<file path="src/rtl/router_out_fifo_pkg.sv">
// Shared router definitions: header length field and the tagged FIFO word.
// Imported by the per-port output FIFO and its storage array.
package router_out_fifo_pkg;

  localparam int HDR_LEN_MSB  = 7;
  localparam int HDR_LEN_LSB  = 2;
  localparam int HDR_LEN_W    = HDR_LEN_MSB - HDR_LEN_LSB + 1;
  localparam int ADDR_FIELD_W = 2;
  localparam int BYTE_CNT_W   = 7;

  typedef struct packed {
    logic       tag;
    logic [7:0] data;
  } fifo_word_t;

  // Header length counts payload only; parity adds one more byte.
  function automatic logic [BYTE_CNT_W-1:0] hdr_len(
    input logic [HDR_LEN_W-1:0] len
  );
    return {1'b0, len} + 7'd1;
  endfunction

endpackage

</file>
<file path="src/rtl/router_fifo_mem.sv">
// DEPTH x 9 dual-port array: one write port, one async read port.
// Data bytes carry no reset; header tag bits reset and flush to zero.
module router_fifo_mem
  import router_out_fifo_pkg::*;
#(
  parameter int DEPTH  = 16,
  parameter int ADDR_W = 4
) (
  input  logic              clk,
  input  logic              rst,
  input  logic              clr,
  input  logic              we,
  input  logic [ADDR_W-1:0] waddr,
  input  fifo_word_t        wdata,
  input  logic [ADDR_W-1:0] raddr,
  output fifo_word_t        rdata
);

  logic [7:0]       data_q [DEPTH];
  logic [DEPTH-1:0] tag_q;
  logic [DEPTH-1:0] tag_d;

  always_ff @(posedge clk) begin
    if (we) begin
      data_q[waddr] <= wdata.data;
    end
  end

  always_comb begin
    tag_d = tag_q;
    if (clr) begin
      tag_d = '0;
    end else if (we) begin
      tag_d[waddr] = wdata.tag;
    end
  end

  always_ff @(posedge clk or negedge rst) begin
    if (!rst) begin
      tag_q <= '0;
    end else begin
      tag_q <= tag_d;
    end
  end

  assign rdata.tag  = tag_q[raddr];
  assign rdata.data = data_q[raddr];

endmodule

</file>
<file path="src/rtl/router_out_fifo.sv">
// Per-destination output FIFO of the 1x3 router.
// Tags headers on write and tracks packet progress on the read side.
module router_out_fifo
  import router_out_fifo_pkg::*;
#(
  parameter int DEPTH  = 16,
  parameter int ADDR_W = 4
) (
  input  logic       clk,
  input  logic       rst,
  input  logic       soft_reset,
  input  logic       write_enb,
  input  logic       lfd_state,
  input  logic [7:0] data_in,
  input  logic       read_enb,
  output logic [7:0] data_out,
  output logic       full,
  output logic       empty,
  output logic       pkt_active
);

  localparam int PW = ADDR_W + 1;
  localparam logic [PW-1:0] PTR_ONE = PW'(1);

  logic [PW-1:0]         wr_ptr_q, wr_ptr_d;
  logic [PW-1:0]         rd_ptr_q, rd_ptr_d;
  logic [BYTE_CNT_W-1:0] byte_cnt_q, byte_cnt_d;
  logic [7:0]            dout_q, dout_d;

  logic       wr_acc;
  logic       rd_acc;
  logic       mem_we;
  fifo_word_t wr_word;
  fifo_word_t rd_word;

  assign empty = (wr_ptr_q == rd_ptr_q);
  assign full  = (wr_ptr_q[ADDR_W-1:0] == rd_ptr_q[ADDR_W-1:0])
              && (wr_ptr_q[ADDR_W] != rd_ptr_q[ADDR_W]);

  assign wr_acc = write_enb && !full;
  assign rd_acc = read_enb && !empty;
  assign mem_we = wr_acc && !soft_reset;

  assign wr_word.tag  = lfd_state;
  assign wr_word.data = data_in;

  router_fifo_mem #(
    .DEPTH (DEPTH),
    .ADDR_W(ADDR_W)
  ) u_mem (
    .clk  (clk),
    .rst  (rst),
    .clr  (soft_reset),
    .we   (mem_we),
    .waddr(wr_ptr_q[ADDR_W-1:0]),
    .wdata(wr_word),
    .raddr(rd_ptr_q[ADDR_W-1:0]),
    .rdata(rd_word)
  );

  always_comb begin
    wr_ptr_d   = wr_ptr_q;
    rd_ptr_d   = rd_ptr_q;
    byte_cnt_d = byte_cnt_q;
    dout_d     = dout_q;
    if (soft_reset) begin
      wr_ptr_d   = '0;
      rd_ptr_d   = '0;
      byte_cnt_d = '0;
      dout_d     = 8'h00;
    end else begin
      if (wr_acc) begin
        wr_ptr_d = wr_ptr_q + PTR_ONE;
      end
      if (rd_acc) begin
        rd_ptr_d = rd_ptr_q + PTR_ONE;
        dout_d   = rd_word.data;
        // A header always reloads, even over a truncated packet.
        if (rd_word.tag) begin
          byte_cnt_d = hdr_len(rd_word.data[HDR_LEN_MSB:HDR_LEN_LSB]);
        end else if (byte_cnt_q != '0) begin
          byte_cnt_d = byte_cnt_q - 7'd1;
        end
      end else if (byte_cnt_q == '0) begin
        dout_d = 8'h00;
      end
    end
  end

  always_ff @(posedge clk or negedge rst) begin
    if (!rst) begin
      wr_ptr_q   <= '0;
      rd_ptr_q   <= '0;
      byte_cnt_q <= '0;
      dout_q     <= 8'h00;
    end else begin
      wr_ptr_q   <= wr_ptr_d;
      rd_ptr_q   <= rd_ptr_d;
      byte_cnt_q <= byte_cnt_d;
      dout_q     <= dout_d;
    end
  end

  assign data_out   = dout_q;
  assign pkt_active = (byte_cnt_q != '0);

endmodule

</file>
<file path="config.mk">
export PLATFORM = sky130hd
export DESIGN_NAME = router_out_fifo
export DESIGN_NICKNAME = d
export VERILOG_FILES = /design/src/rtl/router_out_fifo_pkg.sv /design/src/rtl/router_fifo_mem.sv /design/src/rtl/router_out_fifo.sv
export SDC_FILE = /design/constraint.sdc
export NUM_CORES = 1
export LEC_CHECK = 0
export BUFFER_PORTS_ARGS = -buffer_cell sky130_fd_sc_hd__buf_2
export CAP_MARGIN = 20
export CORE_UTILIZATION = 32
export DETAILED_ROUTE_END_ITERATION = 10
export PLACE_DENSITY = 0.57
export SYNTH_ARGS = -nofsm -noshare
export SYNTH_HDL_FRONTEND = slang
export SYNTH_HIERARCHICAL = 1
export SYNTH_SLANG_ARGS = --single-unit
</file>
<file path="constraint.sdc">
create_clock -name clk -period 6.3 [get_ports clk]
set_input_delay 1.26 -clock clk [delete_from_list [all_inputs] [get_ports clk]]
set_output_delay 1.26 -clock clk [all_outputs]
set_load 0.1 [all_outputs]
</file>
==> flow_metrics.env <==
export IMPL_min_delay_path_class="reg -> reg"
export IMPL_synthesis_nets=482
export IMPL_final_routed_wirelength_across_all_metal_layers_mm=15.19
export IMPL_placeableCoreArea_um2=22090
export IMPL_num_vias=4112
export IMPL_critical_path_endpoint_type="output port"
export IMPL_initial_standard_cell_utilization_of_the_core=0.3295
export IMPL_final_cell_mix="edfxtp_1, nor2_1, dfrtp_1, o21ai_0"
export IMPL_layout_nets=503
export IMPL_fin_tns_setup_ns=0
export IMPL_max_freq_mhz=274.4
export IMPL_gpl_final_weighted_congestion=0.7917
export IMPL_vias_in_the_first_global_route=4166
export IMPL_post_synth_fa_ha_maj_area_fraction=0.006874
export IMPL_crit_reg2reg_launch="rd_ptr_q[0]"
export IMPL_detail_route_drc_violations=0
export IMPL_synth_area_mux_share=0.1251
export IMPL_yosys_area_share_simple=0.07871
export IMPL_worst_path_max_fanout=21
export IMPL_main_flop_type_after_synthesis="edfxtp_1"
export IMPL_cts_tree="built"
export IMPL_synth_cell_types=48
export IMPL_power_leakage_nw=2.847
export IMPL_tritoncts_sinks=169
export IMPL_grt_use_total=0.1366
export IMPL_power_ir_vdd_worst_v=0.0002484
export IMPL_area_growth_syn_to_layout_pct=12.94
export IMPL_first_pass_iters=5
export IMPL_die_height_um=152.8
export IMPL_synth_edff_count=128
export IMPL_worstSetupPathType="reg -> out"
export IMPL_worst_r2r_cell_count=6
export IMPL_totalPowerFinal_mw=3.083
export IMPL_io_buffers=24
export IMPL_async_reset_ff_frac=0.2426
export IMPL_post_route_period_util=0.5785
export IMPL_slew_limit_headroom=0.3721
export IMPL_worstSkewPairLatency_ns=0.42
export IMPL_mappedNetlistArea_um2=7281
export IMPL_setup_worst_path_start_class="flip-flop"
export IMPL_cts_root_buf="clkbuf_16"
export IMPL_detailedRoute_firstIterationViolations=385
export IMPL_clock_h_tree_levels=4
export IMPL_synth_area_per_cell_um2=15.69
export IMPL_layout_min_cycle_time_ns=3.644
export IMPL_layout_cell_area_non_filler_um2=8223
export IMPL_pwr_density_cell_nw_per_um2=374.9
export IMPL_hold_start="data_out[7]"
export IMPL_antennaDiodeCount=0
export IMPL_vias_per_cell=5.285
export IMPL_tightest_slew_ns=0.9419
export IMPL_synth_seq_area_share=0.6688
export IMPL_clock_tree_buffer_depth=2
export IMPL_dominant_combinational_cell_family_by_area_after_synthesis="multiplexers"
export IMPL_wire_length_of_the_first_global_routing_pass_mm=23.87
export IMPL_synth_seq_cells=169
export IMPL_post_synth_xor_area_fraction=0.02286
export IMPL_design_die_area_um2=23360
export IMPL_layout_filler_cells=2016
export IMPL_tritoncts_num_buffers=17
export IMPL_total_overflow_reported_by_the_global_router=0
export IMPL_fp_row_count=54
export IMPL_min_delay_worst_endpoint="data_out[7]"
export IMPL_hold_depth=2
export IMPL_critical_path_arrival_ns=2.38
export IMPL_slew_violations=0
export IMPL_rrSetupSlack_ns=2.91
export IMPL_antenna_found_initial=0
export IMPL_grt_max_degree=42
export IMPL_cts_setup_buffers=0
export IMPL_clkSlewWorstSetupHoldPaths_ns=0.06
export IMPL_synth_yosys_warnings=6
export IMPL_hold_viol_final=0
export IMPL_grt_setup_unrepaired="false"
export IMPL_route_antenna_remaining_nets=0
export IMPL_rr_endpoint="u_mem/data_q[12][1]"
export IMPL_layout_commonest_cell="edfxtp_1"
export IMPL_routed_length_per_placed_instance_um=19.52
export IMPL_maxCapViolCount=0
export IMPL_final_layout_size_suffix_gt1_frac=0.1687
export IMPL_chipWidth_um=152.8
export IMPL_synthesis_instances=464
export IMPL_critical_path_required_ns=5.04
export IMPL_post_cts_resize_count=0
export IMPL_outcome="finished, final reports clean"
export IMPL_report_final_setup_viol=0
export IMPL_skew_ns=0.006019
export IMPL_pin_count=25
export IMPL_synth_compound_gate_area_share=0.07183
export IMPL_hpwlAfterDp_mm=9.904
export IMPL_placed_area_um2=7610
export IMPL_postCtsHoldBufs=0
-- final cells by class --
type                       instances  area (um2)  area share
sequential                       169        4871      0.5924
multi-input combinational        264        2223      0.2704
clock buffer                      17       425.4     0.05173
tap                              280       350.3     0.04260
clock inverter                    15       187.7     0.02282
timing repair buffer              27       142.6     0.01735
inverter                           6       22.52    0.002739
-- where the power goes --
group	internal [mW]	switching, mW	leakage, nW
Combinational	0.241	0.485	0.831
Sequential	1.24	0.0491	1.72
Clock	0.633	0.440	0.297
-- how the worst max path moves through the flow --
| stage | cells after the start | startpoint | end |
|---|---|---|---|
| after floorplan | 3 | wr_ptr_q[0] | empty |
| after global placement | 4 | soft_reset | u_mem/data_q[12][1] |
| after detailed placement | 4 | soft_reset | u_mem/data_q[0][4] |
| after CTS | 4 | rd_ptr_q[0] | empty |
| after global routing | 4 | rd_ptr_q[0] | empty |
| final | 4 | rd_ptr_q[0] | empty |
-- cells in the mapped netlist (6+ instances only) --
cell      instances  area share
nor2_1           41       0.021
edfxtp_1        128        0.53
mux4_2           20       0.062
o21ai_0          28       0.019
inv_1             6      0.0031
mux4_1           16       0.058
xnor2_1          11       0.013
nand4_1           9      0.0077
nand2_1          21       0.011
clkbuf_1         11      0.0057
a21oi_1          23       0.016
nand3_1          24       0.016
dfrtp_1          41        0.14
a22oi_1          18       0.019
xor2_1            8      0.0096
-- worst max-delay path: stages, from the launching register on --
cell and delay, ns:
dfrtp_2 0.75, xnor2_1 0.21, nand4_1 0.28, nor2_1 0.25, buf_2 0.47
-- cell families (layout without fill, tap and decap cells) --
kind of cell,Yosys count,count (layout)
and+or+nand+nor,118,118
AOI/OAI and AO/OA,83,83
xor gates and xnor gates,19,19
muxes,40,40
buffers and inverters,31,65
adders and majority gates,4,4
DFF,169,169
-- layer usage --
metal  GRT usage  up-vias  routed length [um]
met1      0.1777     2100                6769
met3     0.03374       17                 720
met4     0.04137        0                 180
li1            -     1863                   -
met5           0        -                   0
met2      0.2256      132                7518
-- through the flow --
| step | std cells | utilization | worst slack, ns | hold WS (ns) |
|---|---|---|---|---|
| after floorplan | 464 | - | 2.868 | 0.5108 |
| after global placement | 746 | 0.3444 | 2.784 | 0.4916 |
| after detailed placement | 746 | 0.3444 | 2.735 | 0.4907 |
| after CTS | 778 | 0.3722 | 2.593 | 0.5053 |
| after global routing | 778 | 0.3722 | 2.536 | 0.5475 |
| final | 778 | 0.3722 | 2.656 | 0.4946 |
-- sequential cells by signal, summed over array words and instances (netlist names) --
name / count
wr_ptr_q: 5
u_mem/data_q: 128
rd_ptr_q: 5
u_mem/tag_q: 16
byte_cnt_q: 7
data_out: 8
(Power assumes the default switching activity.)
